===== config.mk =====
export PLATFORM = sky130hd
export DESIGN_NAME = seg7_scan_capture
export DESIGN_NICKNAME = d
export VERILOG_FILES = /design/src/rtl/seg7_pkg.sv /design/src/rtl/seg7_pattern_decode.sv /design/src/rtl/seg7_scan_capture.sv
export SDC_FILE = /design/constraint.sdc
export NUM_CORES = 1
export LEC_CHECK = 0
export ABC_AREA = 1
export CORE_MARGIN = 1.5
export CORE_UTILIZATION = 60
export DETAILED_ROUTE_END_ITERATION = 8
export PLACE_DENSITY_LB_ADDON = 0.15
export SLEW_MARGIN = 20
export SYNTH_ARGS = -nofsm -noshare
export SYNTH_HDL_FRONTEND = slang
export SYNTH_SLANG_ARGS = --single-unit

===== constraint.sdc =====
create_clock -name clk -period 3.1 [get_ports clk]
set_clock_uncertainty 0.05 [all_clocks]
set_input_delay 0.775 -clock clk [delete_from_list [all_inputs] [get_ports clk]]
set_output_delay 0.775 -clock clk [all_outputs]
set_load 0.02 [all_outputs]

===== src/rtl/seg7_pkg.sv =====
// Shared constants for the multiplexed seven-segment bus.
// Segment codes are active low on leds[6:0] = {g,f,e,d,c,b,a}.
package seg7_pkg;

    localparam int unsigned DIGIT_COUNT = 4;

    // Bit positions inside leds[7:0] = {dp,g,f,e,d,c,b,a}
    localparam int unsigned SEG_A_BIT  = 0;
    localparam int unsigned SEG_G_BIT  = 6;
    localparam int unsigned SEG_DP_BIT = 7;

    localparam logic [6:0] SEG_0 = 7'h40;
    localparam logic [6:0] SEG_1 = 7'h79;
    localparam logic [6:0] SEG_2 = 7'h24;
    localparam logic [6:0] SEG_3 = 7'h30;
    localparam logic [6:0] SEG_4 = 7'h19;
    localparam logic [6:0] SEG_5 = 7'h12;
    localparam logic [6:0] SEG_6 = 7'h02;
    localparam logic [6:0] SEG_7 = 7'h78;
    localparam logic [6:0] SEG_8 = 7'h00;
    localparam logic [6:0] SEG_9 = 7'h10;

    localparam logic [3:0] SEG_INVALID_DIGIT = 4'hF;

    typedef logic [1:0] slot_t;
    typedef logic [DIGIT_COUNT-1:0][3:0] frame_t;

    // True when any digit of the frame failed to decode
    function automatic logic frame_has_invalid(frame_t f);
        logic bad;
        bad = 1'b0;
        for (int i = 0; i < DIGIT_COUNT; i++) begin
            bad = bad | (f[i] == SEG_INVALID_DIGIT);
        end
        return bad;
    endfunction

endpackage


===== src/rtl/seg7_pattern_decode.sv =====
// Combinational decode of an active-low segment pattern back to a BCD digit.
// Unknown patterns report valid_o=0 and digit_o=SEG_INVALID_DIGIT.
module seg7_pattern_decode
    import seg7_pkg::*;
(
    input  logic [6:0] seg_i,
    output logic       valid_o,
    output logic [3:0] digit_o
);

    // Pattern lookup; dp is not part of the pattern
    always_comb begin
        valid_o = 1'b1;
        digit_o = SEG_INVALID_DIGIT;
        case (seg_i)
            SEG_0:   digit_o = 4'd0;
            SEG_1:   digit_o = 4'd1;
            SEG_2:   digit_o = 4'd2;
            SEG_3:   digit_o = 4'd3;
            SEG_4:   digit_o = 4'd4;
            SEG_5:   digit_o = 4'd5;
            SEG_6:   digit_o = 4'd6;
            SEG_7:   digit_o = 4'd7;
            SEG_8:   digit_o = 4'd8;
            SEG_9:   digit_o = 4'd9;
            default: valid_o = 1'b0;
        endcase
    end

endmodule


===== src/rtl/seg7_scan_capture.sv =====
// Receive side of the 4-digit multiplexed seven-segment bus.
// Synchronises the bus, waits for each digit to settle, samples it once per activation,
// assembles a 4-digit frame and offers it on a valid/ready port.
// Optional build macro: SEG7_DP_CAPTURE_EN adds decimal-point capture and the dp_o port.
module seg7_scan_capture
    import seg7_pkg::*;
#(
    parameter int unsigned SETTLE_CYCLES  = 64,
    parameter int unsigned TIMEOUT_CYCLES = 1_000_000,
    parameter int unsigned SYNC_STAGES    = 2
) (
    input  logic        clk,
    input  logic        rst_n,
    input  logic        gnd_1_i,
    input  logic        gnd_2_i,
    input  logic        gnd_3_i,
    input  logic        gnd_4_i,
    input  logic [7:0]  leds_i,
    output logic        frame_valid_o,
    input  logic        frame_ready_i,
    output logic [15:0] digits_o,
    output logic        frame_err_o,
    output logic        overrun_o,
    output logic        signal_lost_o
`ifdef SEG7_DP_CAPTURE_EN
    ,
    output logic [3:0]  dp_o
`endif
);

    // Bus layout after synchronisation: [3:0] enables, [10:4] segments, [11] dp (optional)
    localparam int unsigned SegLsb = DIGIT_COUNT;
`ifdef SEG7_DP_CAPTURE_EN
    localparam int unsigned BusW = DIGIT_COUNT + 8;
`else
    localparam int unsigned BusW = DIGIT_COUNT + 7;
`endif
    localparam int unsigned CntW = (SETTLE_CYCLES > 1) ? $clog2(SETTLE_CYCLES) : 1;
    localparam int unsigned TmoW = $clog2(TIMEOUT_CYCLES + 1);
    localparam logic [CntW-1:0] SettleLast = CntW'(SETTLE_CYCLES - 1);
    localparam logic [TmoW-1:0] TmoMax     = TmoW'(TIMEOUT_CYCLES);

    logic [BusW-1:0]                  bus_raw;
    logic [SYNC_STAGES-1:0][BusW-1:0] sync_q;
    logic [BusW-1:0]                  bus_s;

`ifdef SEG7_DP_CAPTURE_EN
    assign bus_raw = {leds_i, gnd_4_i, gnd_3_i, gnd_2_i, gnd_1_i};
`else
    logic unused_leds_dp;
    assign unused_leds_dp = leds_i[SEG_DP_BIT];
    assign bus_raw = {leds_i[6:0], gnd_4_i, gnd_3_i, gnd_2_i, gnd_1_i};
`endif

    // Synchroniser; resets to an idle bus (enables high, segments dark)
    always_ff @(posedge clk or negedge rst_n) begin
        if (!rst_n) begin
            sync_q <= '1;
        end else begin
            sync_q[0] <= bus_raw;
            for (int i = 1; i < SYNC_STAGES; i++) begin
                sync_q[i] <= sync_q[i-1];
            end
        end
    end

    assign bus_s = sync_q[SYNC_STAGES-1];

    logic [DIGIT_COUNT-1:0] en_s;
    logic [6:0]             seg_s;
    slot_t                  slot;
    logic                   slot_vld;

    assign en_s  = ~bus_s[DIGIT_COUNT-1:0];
    assign seg_s = bus_s[SegLsb + SEG_G_BIT : SegLsb + SEG_A_BIT];

    // Exactly one active enable selects a slot; anything else means no slot
    always_comb begin
        slot_vld = 1'b1;
        slot     = '0;
        case (en_s)
            4'b0001: slot = 2'd0;
            4'b0010: slot = 2'd1;
            4'b0100: slot = 2'd2;
            4'b1000: slot = 2'd3;
            default: slot_vld = 1'b0;
        endcase
    end

    logic       dec_valid;
    logic [3:0] dec_digit;
    logic [3:0] digit;

    seg7_pattern_decode u_decode (
        .seg_i   (seg_s),
        .valid_o (dec_valid),
        .digit_o (dec_digit)
    );

    assign digit = dec_valid ? dec_digit : SEG_INVALID_DIGIT;

    // State
    logic                   prev_vld_q;
    slot_t                  prev_slot_q;
    logic [6:0]             prev_seg_q;
    logic [CntW-1:0]        settle_q, settle_d;
    logic                   sampled_q, sampled_d;
    logic [TmoW-1:0]        tmo_q, tmo_d;
    logic                   lost_q, lost_d;
    logic [DIGIT_COUNT-1:0] mask_q, mask_d;
    frame_t                 shadow_q, shadow_d;
    logic                   valid_q, valid_d;
    frame_t                 digits_q, digits_d;
    logic                   err_q, err_d;
    logic                   overrun_q, overrun_d;

    logic stable, sample, tmo_sat, complete, load, handshake;

    // Settle, timeout, shadow frame and output register next-state
    always_comb begin
        stable = slot_vld && prev_vld_q && (slot == prev_slot_q) && (seg_s == prev_seg_q);

        settle_d = settle_q;
        if (!stable) begin
            settle_d = '0;
        end else if (settle_q != SettleLast) begin
            settle_d = settle_q + 1'b1;
        end
        // Fire on the cycle the counter steps onto its last value, once per activation
        sample    = stable && !sampled_q && (settle_d == SettleLast);
        sampled_d = stable && (sampled_q || sample);

        tmo_sat = (tmo_q == TmoMax);
        tmo_d   = tmo_q;
        lost_d  = lost_q;
        if (sample) begin
            tmo_d  = '0;
            lost_d = 1'b0;
        end else if (tmo_sat) begin
            lost_d = 1'b1;
        end else begin
            tmo_d = tmo_q + 1'b1;
        end

        complete  = (mask_q == '1);
        handshake = valid_q && frame_ready_i;
        load      = complete && (!valid_q || frame_ready_i);

        // Completion and timeout clear first so a same-cycle sample opens the next frame
        mask_d   = mask_q;
        shadow_d = shadow_q;
        if (complete || tmo_sat) begin
            mask_d = '0;
        end
        if (sample) begin
            mask_d[slot]   = 1'b1;
            shadow_d[slot] = digit;
        end

        valid_d   = valid_q;
        digits_d  = digits_q;
        err_d     = err_q;
        overrun_d = overrun_q;
        if (load) begin
            valid_d  = 1'b1;
            digits_d = shadow_q;
            err_d    = frame_has_invalid(shadow_q);
        end else if (handshake) begin
            valid_d = 1'b0;
        end
        if (complete && !load) begin
            overrun_d = 1'b1;
        end else if (handshake) begin
            overrun_d = 1'b0;
        end
    end

    // Capture state registers
    always_ff @(posedge clk or negedge rst_n) begin
        if (!rst_n) begin
            prev_vld_q  <= 1'b0;
            prev_slot_q <= '0;
            prev_seg_q  <= '0;
            settle_q    <= '0;
            sampled_q   <= 1'b0;
            tmo_q       <= '0;
            lost_q      <= 1'b0;
            mask_q      <= '0;
            shadow_q    <= '0;
            valid_q     <= 1'b0;
            digits_q    <= '0;
            err_q       <= 1'b0;
            overrun_q   <= 1'b0;
        end else begin
            prev_vld_q  <= slot_vld;
            prev_slot_q <= slot;
            prev_seg_q  <= seg_s;
            settle_q    <= settle_d;
            sampled_q   <= sampled_d;
            tmo_q       <= tmo_d;
            lost_q      <= lost_d;
            mask_q      <= mask_d;
            shadow_q    <= shadow_d;
            valid_q     <= valid_d;
            digits_q    <= digits_d;
            err_q       <= err_d;
            overrun_q   <= overrun_d;
        end
    end

`ifdef SEG7_DP_CAPTURE_EN
    logic [DIGIT_COUNT-1:0] shadow_dp_q;
    logic [DIGIT_COUNT-1:0] dp_q;

    // Decimal points ride along with the digits; leds[7] is active low
    always_ff @(posedge clk or negedge rst_n) begin
        if (!rst_n) begin
            shadow_dp_q <= '0;
            dp_q        <= '0;
        end else begin
            if (sample) begin
                shadow_dp_q[slot] <= ~bus_s[SegLsb + SEG_DP_BIT];
            end
            if (load) begin
                dp_q <= shadow_dp_q;
            end
        end
    end

    assign dp_o = dp_q;
`endif

    assign frame_valid_o = valid_q;
    assign digits_o      = digits_q;
    assign frame_err_o   = err_q;
    assign overrun_o     = overrun_q;
    assign signal_lost_o = lost_q;

endmodule


Word-level counts from Yosys, hierarchy flattened
Index checks and enable logic that the tools add are counted.
{"block": "word_totals", "ff_bits": 99, "inputBits": 15, "out_inout_bits": 20}
{"block": "classes", "n_addsub": 2, "magnitude_cmp": 2, "eq_ne": 24, "n_mux": 21, "bitwise_logic": 5, "reduce_logical": 22}
{"operator": "20-bit two-way mux", "count": 2}
{"operator": "4-bit case mux with 10 select lines", "count": 1}
{"operator": "4-bit == test, second input constant", "count": 6}
{"operator": "7-bit by 5-bit == test with 1-bit output, second input constant", "count": 3}
{"operator": "7-bit == test, second input constant", "count": 3}
{"operator": "20-bit by 1-bit adder with 20-bit output, second input constant", "count": 1}
{"operator": "20-bit == test, second input constant", "count": 1}
{"operator": "16-bit bitwise mux", "count": 1}
{"operator": "4-bit two-way mux", "count": 4}
{"operator": "7-bit by 6-bit == test with 1-bit output, second input constant", "count": 2}
{"operator": "6-bit two-way mux", "count": 2}
{"operator": "1-bit logical AND", "count": 10}
{"operator": "10-bit OR reduction", "count": 1}
{"operator": "4-bit demux with 2-bit select", "count": 1}
{"operator": "1-bit two-way mux", "count": 8}
{"operator": "7-bit by 2-bit == test with 1-bit output, second input constant", "count": 1}
{"operator": "7-bit == test", "count": 1}
{"operator": "7-bit zero test", "count": 1}
{"operator": "6-bit by 1-bit adder with 6-bit output, second input constant", "count": 1}
{"operator": "6-bit == test, second input constant", "count": 1}
{"operator": "6-bit inequality test, second input constant", "count": 1}
{"operator": "2-bit case mux with 3 select lines", "count": 1}
{"operator": "2-bit nonzero test", "count": 3}
{"operator": "4-bit by 1-bit == test with 1-bit output, second input constant", "count": 1}
{"operator": "other kinds (13)", "count": 19}

Longest topological paths before layout
Gate-level depths: netlist of run 1.
{"block": "logic_depth", "depth_word": 12, "ltp_mapped": 13}

Cells and area by module
A second synthesis of run 1 with hierarchy kept.
{"block": "unflattened", "cells_unflattened": 545, "area_unflattened_um2": 4481.8}
{"mod": "seg7_scan_capture", "n_inst": 1, "cells_each": 497, "area_each_um2": 4261.6, "seq_area_each_um2": 2504.9}
{"mod": "seg7_pattern_decode", "n_inst": 1, "cells_each": 48, "area_each_um2": 220.2, "seq_area_each_um2": 0.0}

Worst setup path before layout of run 1
Ideal clock, no wire load.
{"block": "synth_timing", "path_type": "register -> register", "from": "reg settle_q[0]", "to": "reg shadow_q[12] in the netlist's numbering", "setup_time_ps": 117, "arrival_ps": 1643, "required_time_ps": 2933, "path_slack_ps": 1290, "stages_incl_launch_ff": 14, "cell_sequence": "dfrtp_1 -> ha_1 -> nand3_2 -> nor2_1 -> nand2_1 -> nand2_1 -> nand2_1 -> inv_1 -> nand2_1 -> nor2_2 -> buf_4 -> nand3_2 -> nand2_1 -> nand2_1"}
{"block": "synth_via", "elab_chain_len": 5, "word_cells_on_any_way": 6, "cone_classes": "add/sub: 1; eq/ne: 2; mux: 2; reduce/logical: 1"}
{"element": "from (decl)", "line_no": "seg7_scan_capture.sv:106", "rtl": "logic [CntW-1:0] settle_q, settle_d;"}
{"element": "from (signal assigned)", "line_no": "seg7_scan_capture.sv:198", "rtl": "settle_q <= settle_d;"}
{"element": "6-bit by 1-bit adder with 6-bit output or 6-bit inequality test (tied branches)", "line_no": "seg7_scan_capture.sv:127, seg7_scan_capture.sv:126"}
{"element": "6-bit two-way mux *", "line_no": "seg7_scan_capture.sv:126", "rtl": "end else if (settle_q != SettleLast) begin"}
{"element": "6-bit two-way mux *", "line_no": "seg7_scan_capture.sv:124", "rtl": "if (!stable) begin"}
{"element": "6-bit == test *", "line_no": "seg7_scan_capture.sv:130", "rtl": "sample = stable && !sampled_q && (settle_d == SettleLast);"}
{"element": "1-bit logical AND *", "line_no": "seg7_scan_capture.sv:130"}
{"element": "to (signal assigned)", "line_no": "seg7_scan_capture.sv:203", "rtl": "shadow_q <= shadow_d;"}
{"element": "to (decl)", "line_no": "seg7_scan_capture.sv:111", "rtl": "frame_t shadow_q, shadow_d;"}
Every way passes the cells marked *; elsewhere a longest branch is shown, timed or not.
A chain may end at the register's enable or synchronous reset.

Worst setup path in the final report of run 1
{"block": "layout_timing", "from": "reg settle_q[0]", "to": "reg tmo_q[1]"}
{"block": "layout_via", "elab_chain_len": 6, "word_cells_on_any_way": 8, "cone_classes": "add/sub: 1; eq/ne: 3; mux: 3; reduce/logical: 1"}
{"element": "6-bit by 1-bit adder with 6-bit output or 6-bit inequality test (tied branches)", "line_no": "seg7_scan_capture.sv:127, seg7_scan_capture.sv:126"}
{"element": "6-bit two-way mux *", "line_no": "seg7_scan_capture.sv:126"}
{"element": "6-bit two-way mux *", "line_no": "seg7_scan_capture.sv:124"}
{"element": "6-bit == test *", "line_no": "seg7_scan_capture.sv:130"}
{"element": "1-bit logical AND *", "line_no": "seg7_scan_capture.sv:130"}
{"element": "2-bit inequality test (no source line) or 20-bit two-way mux (tied branches)"}
{"element": "to (signal assigned)", "line_no": "seg7_scan_capture.sv:200", "rtl": "tmo_q <= tmo_d;"}
{"element": "to (decl)", "line_no": "seg7_scan_capture.sv:108", "rtl": "logic [TmoW-1:0] tmo_q, tmo_d;"}
Marked as above.

==> results of run 1 <==
report_power, final:
part / internal (mW) / leakage, nW / switching [mW]
registers: 1.33 / 1.25 / 0.0173
clock network: 0.559 / 0.125 / 0.423
logic: 0.0459 / 1.26 / 0.0746
state kept, by name, summed over array words and instances (netlist names), 2 cells and up:
signal       count
prev_seg_q       7
mask_q           4
bus_s           11
settle_q         6
sync_q          11
tmo_q           20
digits_o        16
shadow_q        16
prev_slot_q      2
per-stage QoR:
step	power (mW)	util, %	instances
CTS	2.48	71.4	683
global placement	1.49	68.0	667
finish	2.45	71.4	683
floorplan	1.42	-	538
detailed placement	1.49	68.0	667
global route	2.54	71.4	683
cell usage after synthesis (3+ instances only):
| cell type | number | area [µm²] |
|---|---|---|
| buf_2 | 3 | 15.0 |
| nand3_2 | 4 | 40.0 |
| a21oi_1 | 8 | 40.0 |
| ha_1 | 3 | 37.5 |
| xor2_1 | 8 | 70.1 |
| nand3_1 | 19 | 95.1 |
| nor4_1 | 3 | 18.8 |
| inv_1 | 70 | 263 |
| o21ai_0 | 12 | 60.1 |
| nand4_1 | 28 | 175 |
| dfrtp_1 | 77 | 1930 |
| nand2_1 | 185 | 694 |
| dfstp_2 | 22 | 578 |
| clkbuf_1 | 4 | 15.0 |
| nor3_1 | 4 | 20.0 |
| nor2_1 | 70 | 263 |
placed cells by master (no fill, tap or decap), drive strengths merged:
| master | count |
|---|---|
| a21boi | 1 |
| a21oi | 8 |
| a22oi | 1 |
| a41oi | 1 |
| buf | 7 |
| bufinv | 3 |
| clkbuf | 10 |
| clkdlybuf4s50 | 32 |
| clkinv | 3 |
| dfrtp | 77 |
| dfstp | 22 |
| ha | 3 |
| inv | 71 |
| nand2 | 186 |
| nand3 | 23 |
| nand3b | 1 |
| nand4 | 28 |
| nor2 | 73 |
| nor3 | 5 |
| nor4 | 3 |
| o21a | 1 |
| o21ai | 14 |
| o21bai | 1 |
| or2 | 1 |
| xnor2 | 1 |
| xor2 | 8 |
cells by family (layout without fill, tap and decap cells):
logic type	count (synthesis)	after routing
buffers and inverters	80	126
XOR/XNOR	9	9
adder cells (fa/ha/maj)	3	3
AND/OR/NAND/NOR	320	320
flip-flops	99	99
AO/OA/AOI/OAI	27	27
final cells by class:
class | count | area, µm² | share of cell area, %
Clock buffer | 10 | 138 | 2.67
Clock inverter | 6 | 111 | 2.16
Inverter | 71 | 267 | 5.17
Multi-Input combinational cell | 359 | 1640 | 31.8
Sequential cell | 99 | 2500 | 48.6
Tap cell | 99 | 124 | 2.40
Timing Repair Buffer | 39 | 373 | 7.23
metal layers:
metal | track usage (%) | wire (µm) | vias up
li1 | - | - | 1762
met1 | 28.5 | 3640 | 1587
met2 | 36.1 | 3650 | 55
met3 | 4.16 | 283 | 9
met4 | 9.09 | 114 | 0
met5 | 0 | 0 | -
final timing paths:
path,from,end,slack (ps),cells after the start
min reg2reg,sync_q[1]$_DFF_PN1_,bus_s[1]$_DFF_PN1_,310,0
max in group asynchronous,rst_n,tmo_q[12]$_DFFE_PN0P_,1890,2
max reg2reg,settle_q[0]$_DFF_PN0_,tmo_q[1]$_DFFE_PN0P_,760,8
min,sync_q[1]$_DFF_PN1_,bus_s[1]$_DFF_PN1_,310,0
min in group asynchronous,rst_n,digits_o[7]$_DFFE_PN0P_,360,1
max,settle_q[0]$_DFF_PN0_,tmo_q[1]$_DFFE_PN0P_,760,8
==> metrics.txt, run 1 <==
final instance area 5150 µm²; CTS tree done; Mean Syn Cell Area 8.28 µm²; Pre-antenna DRT Iters 4; Setup crit end kind flip-flop; initial DRC count 148; area grow syn2layout 15.7%; YS warnings 0; peak supply drop 322 µV; Die H 89.2 µm; placed cell area 4900 µm²; critical path's largest stage delay 450 ps; Worst Path Buf+Inv 1; FILL cells 558; Hold-fix buffers, CTS 0; Worst setup SP type flip-flop; pre-CTS WS 757 ps; TritonCTS buffer count 9; # rows 31; Starting Density 61.7%; DRC 0; I/O pin cnt 35; Final setup viols 0; HPWL Detailed 5670 µm; Max Cap Viol 0; measured slew at the worst slew-check pin 573 ps; WL/cell 11.3 µm; simple-gate share of the synthesized area 30.8%; largest net degree at the start of global routing 49; XOR/XNOR Fraction of Synth Area 1.77%; die area 7950 µm²; outcome complete, no violations; overall routing resource usage 21.9%; Yosys reg bits 99; port bufs 33; Syn Inst Count 538; Worst Path Max Fanout 12; vias in the first global route 3,165; Power Dens Cells 476 nW/µm²; layout cells sized above 1 9.08%; post-CTS sizing 0; clock edge transition at the registers on the reported setup and hold paths 100 ps; Worst path top cell family by delay simple AND/OR/NAND/NOR gates; via/cell ratio 5.00; EDFF count, synth 0; Post-synth ARST share 100%; CP cell instances ha_1 -> nand3_2 -> o21ai_0 -> xor2_1 -> nor2_2 -> nand2_1 -> clkinv_1 -> nor2_1; Tcrit/Tclk final 75.5%; leak pwr 2.63 nW; Post-Syn Nets 556; post-route ant nets 0; Fin Setup TNS 0 ps; Setup CP Type reg -> reg; GPL Wtd Cong 0.846; setup repair after global routing missed its margin no; clk root buf clkbuf_8; Final #Nets 597; Period minus WS final 2340 ps; Critical Path AT 2580 ps; Top FF cell, synth dfrtp_1; H-tree levels 3; GRT Residual Overflow 0; first-pass GRT wire length 13,300 µm; antenna cell count 0; hold crit path type reg -> reg; Die Wd 89.2 µm; vias 3,413; Post-Route WL 7690 µm; largest family of logic cells by synthesized area simple AND/OR/NAND/NOR gates; antenna violations before repair 0; Clock Path Buffers 2; Setup Buffers After CTS 0; Post-Synth Adder-Cell Area 0.843%; CP required 3340 ps; Crit-path slowest cell dfrtp_1; Hold Vio Cnt, Final 0; core footprint 7210 µm²; Pins Over Slew Limit 0; mux cell area share after synthesis 0%; clock sink total 99; WHS 308 ps; Rel. slew slack 61.8%; Yosys cell types 31; sequential element share of the synthesized area 56.3%; mapped cell area 4450 µm²; worst skew pair latency 360 ps; Achievable Freq 427 MHz; compound-cell area share of the yosys netlist 3.34%; Setup WS post-layout 761 ps
No activity file was read; power rests on OpenSTA's default activity.
==> run 2, diff against run 1 <==
--- a/config.mk
+++ b/config.mk
@@ -7,7 +7,7 @@
 export LEC_CHECK = 0
 export ABC_AREA = 1
 export CORE_MARGIN = 1.5
-export CORE_UTILIZATION = 60
+export CORE_UTILIZATION = 58
 export DETAILED_ROUTE_END_ITERATION = 8
 export PLACE_DENSITY_LB_ADDON = 0.15
 export SLEW_MARGIN = 20
==> constraint.sdc (replaced) <==
create_clock -name clk -period 2.4 [get_ports clk]
set_clock_uncertainty 0.05 [all_clocks]
set_input_delay 0.6 -clock clk [delete_from_list [all_inputs] [get_ports clk]]
set_output_delay 0.6 -clock clk [all_outputs]
set_load 0.02 [all_outputs]
==> metrics.txt, run 2 (same netlist as run 1, synthesis figures left out) <==
area grow syn2layout 15.0%; antenna violations before repair 0 (unchanged); H-tree levels 3 (unchanged); Worst setup SP type flip-flop; Starting Density 60.7% (-0.98 points); Tcrit/Tclk final 92.2% (+17 points); vias in the first global route 3,212 (+1.5%); GPL Wtd Cong 0.875 (+3.3%); clk root buf clkbuf_8; CTS tree done; pre-CTS WS 182 ps (-575 ps); hold crit path type in -> async; busiest grt layer met2; worst reg2reg endpoint tmo_q[2]$_DFFE_PN0P_; final cell count without fillers 682 (-0.15%); Period minus WS final 2210 ps (-126 ps); WHS 125 ps (-183 ps); Final Power 3.00 mW (+22%); most common cell after layout, fill and taps aside nand2_1; I/O pin cnt 35 (unchanged); Setup Buffers After CTS 0 (unchanged); setup repair after global routing missed its margin no; post-CTS sizing 0 (unchanged); worst reg2reg path depth 11 (+3); Final #Nets 596 (-0.17%); WL/cell 11.3 µm (+0.30%); Clock Path Buffers 2 (unchanged); Hold Vio Cnt, Final 0 (unchanged); Setup crit end kind flip-flop; Final setup viols 0 (unchanged); Final Util 69.9% (-1.6 points); die area 8210 µm² (+3.3%); Fin Setup TNS 0 ps (unchanged); first-pass GRT wire length 13,800 µm (+3.3%); peak supply drop 422 µV (+31%); Power Dens Cells 585 nW/µm² (+23%); clock edge transition at the registers on the reported setup and hold paths 100 ps (about the same); outcome complete, no violations; met3 Usage GRT 3.62% (-0.54 points); Pre-antenna DRT Iters 4 (unchanged); vias 3,385 (-0.82%); Rel. slew slack 62.7% (+0.92 points); placed insts 666 (-0.15%); overall routing resource usage 20.9% (-1.0 points); Die H 90.6 µm (+1.6%); leak pwr 2.62 nW (-0.60%); worst skew pair latency 360 ps (about the same); core footprint 7330 µm² (+1.6%); Setup WS post-layout 186 ps (-574 ps); placed cell area 4910 µm² (+0.10%); clock sink total 99 (unchanged); initial DRC count 145 (-2.0%); antenna cell count 0 (unchanged); largest net degree at the start of global routing 65 (+33%); M2 GR Usage 34.2% (-1.9 points); port bufs 33 (unchanged); Setup CP Type reg -> reg; r2r setup slk 190 ps (-570 ps); FF+latch area 2500 µm² (unchanged); Post-Route WL 7700 µm (+0.16%); final instance area 5120 µm² (-0.63%); Pins Over Slew Limit 0 (unchanged); met1 Use GR 27.2% (-1.4 points); DRC 0 (unchanged); layout cells sized above 1 9.09% (+0.016 points); via/cell ratio 4.96 (-0.67%); Worst Path Max Fanout 10 (-2); Die Wd 90.6 µm (+1.6%); Multi-input gate area 1640 µm² (+0.15%); HPWL Detailed 5440 µm (-4.0%); commonest cells after routing, fill and taps aside nand2_1 (185), dfrtp_1 (77), inv_1 (70), nor2_1 (69), clkdlybuf4s50_1 (32); reg-to-reg startpoint settle_q[0]$_DFF_PN0_; Hold-fix buffers, CTS 0 (unchanged); Max Cap Viol 0 (unchanged); Largest Register tmo_q; measured slew at the worst slew-check pin 559 ps (-14.4 ps); GRT Residual Overflow 0 (unchanged); CP required 2640 ps (-700 ps); TritonCTS buffer count 9 (unchanged); Achievable Freq 452 MHz (+5.7%); max reg flops 20 (unchanged); FILL cells 540 (-3.2%); # rows 31 (unchanged); post-route ant nets 0 (unchanged); Critical Path AT 2460 ps (-120 ps)
-- run 2: cell types whose count changed in the layout (fill, tap and decap cells not counted) --
cell	change
buf_4	-2
bufinv_16	-2
inv_4	+2
buf_12	+1
clkbuf_1	+1
clkbuf_16	+1
clkbuf_8	-1
clkinv_1	-1
clkinv_2	+1
clkinv_4	-1
nor2_1	-1
nor2_2	+1
-- run 2: how the worst max path moves through the flow --
| stage | from | endpoint | cells after the start |
|---|---|---|---|
| after floorplan | settle_q[0]$_DFF_PN0_ | shadow_q[12]$_DFFE_PN0P_ | 13 |
| after CTS | settle_q[0]$_DFF_PN0_ | tmo_q[2]$_DFFE_PN0P_ | 11 |
| after detailed placement | settle_q[0]$_DFF_PN0_ | tmo_q[2]$_DFFE_PN0P_ | 11 |
| final | settle_q[0]$_DFF_PN0_ | tmo_q[2]$_DFFE_PN0P_ | 11 |
| after global routing | settle_q[0]$_DFF_PN0_ | tmo_q[6]$_DFFE_PN0P_ | 11 |
| after global placement | settle_q[0]$_DFF_PN0_ | tmo_q[2]$_DFFE_PN0P_ | 11 |
-- run 2: area by class of cell --
cell class | instances | area share [%]
Inverter | 71 | 5.20
Timing Repair Buffer | 38 | 7.38
Clock buffer | 11 | 2.98
Clock inverter | 5 | 1.10
Multi-Input combinational cell | 359 | 32.0
Tap cell | 99 | 2.42
Sequential cell | 99 | 48.9
-- run 2: report_power, final --
group / switching [mW] / internal (mW)
combinational: 0.0953 / 0.0595
clock: 0.551 / 0.549
sequential: 0.0225 / 1.72
total: 0.669 / 2.33
-- run 2: worst max-delay path, stage by stage, from the launching register on --
cell      delay, ps
dfrtp_1         450
ha_1            220
nand3_2         160
o21ai_0         250
nand2_1          80
nand2_1          70
inv_1            30
nand2_1          70
nor2_2           40
nand2_1         220
clkinv_1        330
nor2_1          200
-- run 2: layer usage --
layer | share of wire [%] | vias to the layer above | wire [µm]
met5 | 0 | - | 0
met4 | 1.9 | 0 | 146
met3 | 3.2 | 14 | 246
met2 | 47 | 60 | 3600
met1 | 48 | 1547 | 3700
li1 | - | 1764 | -
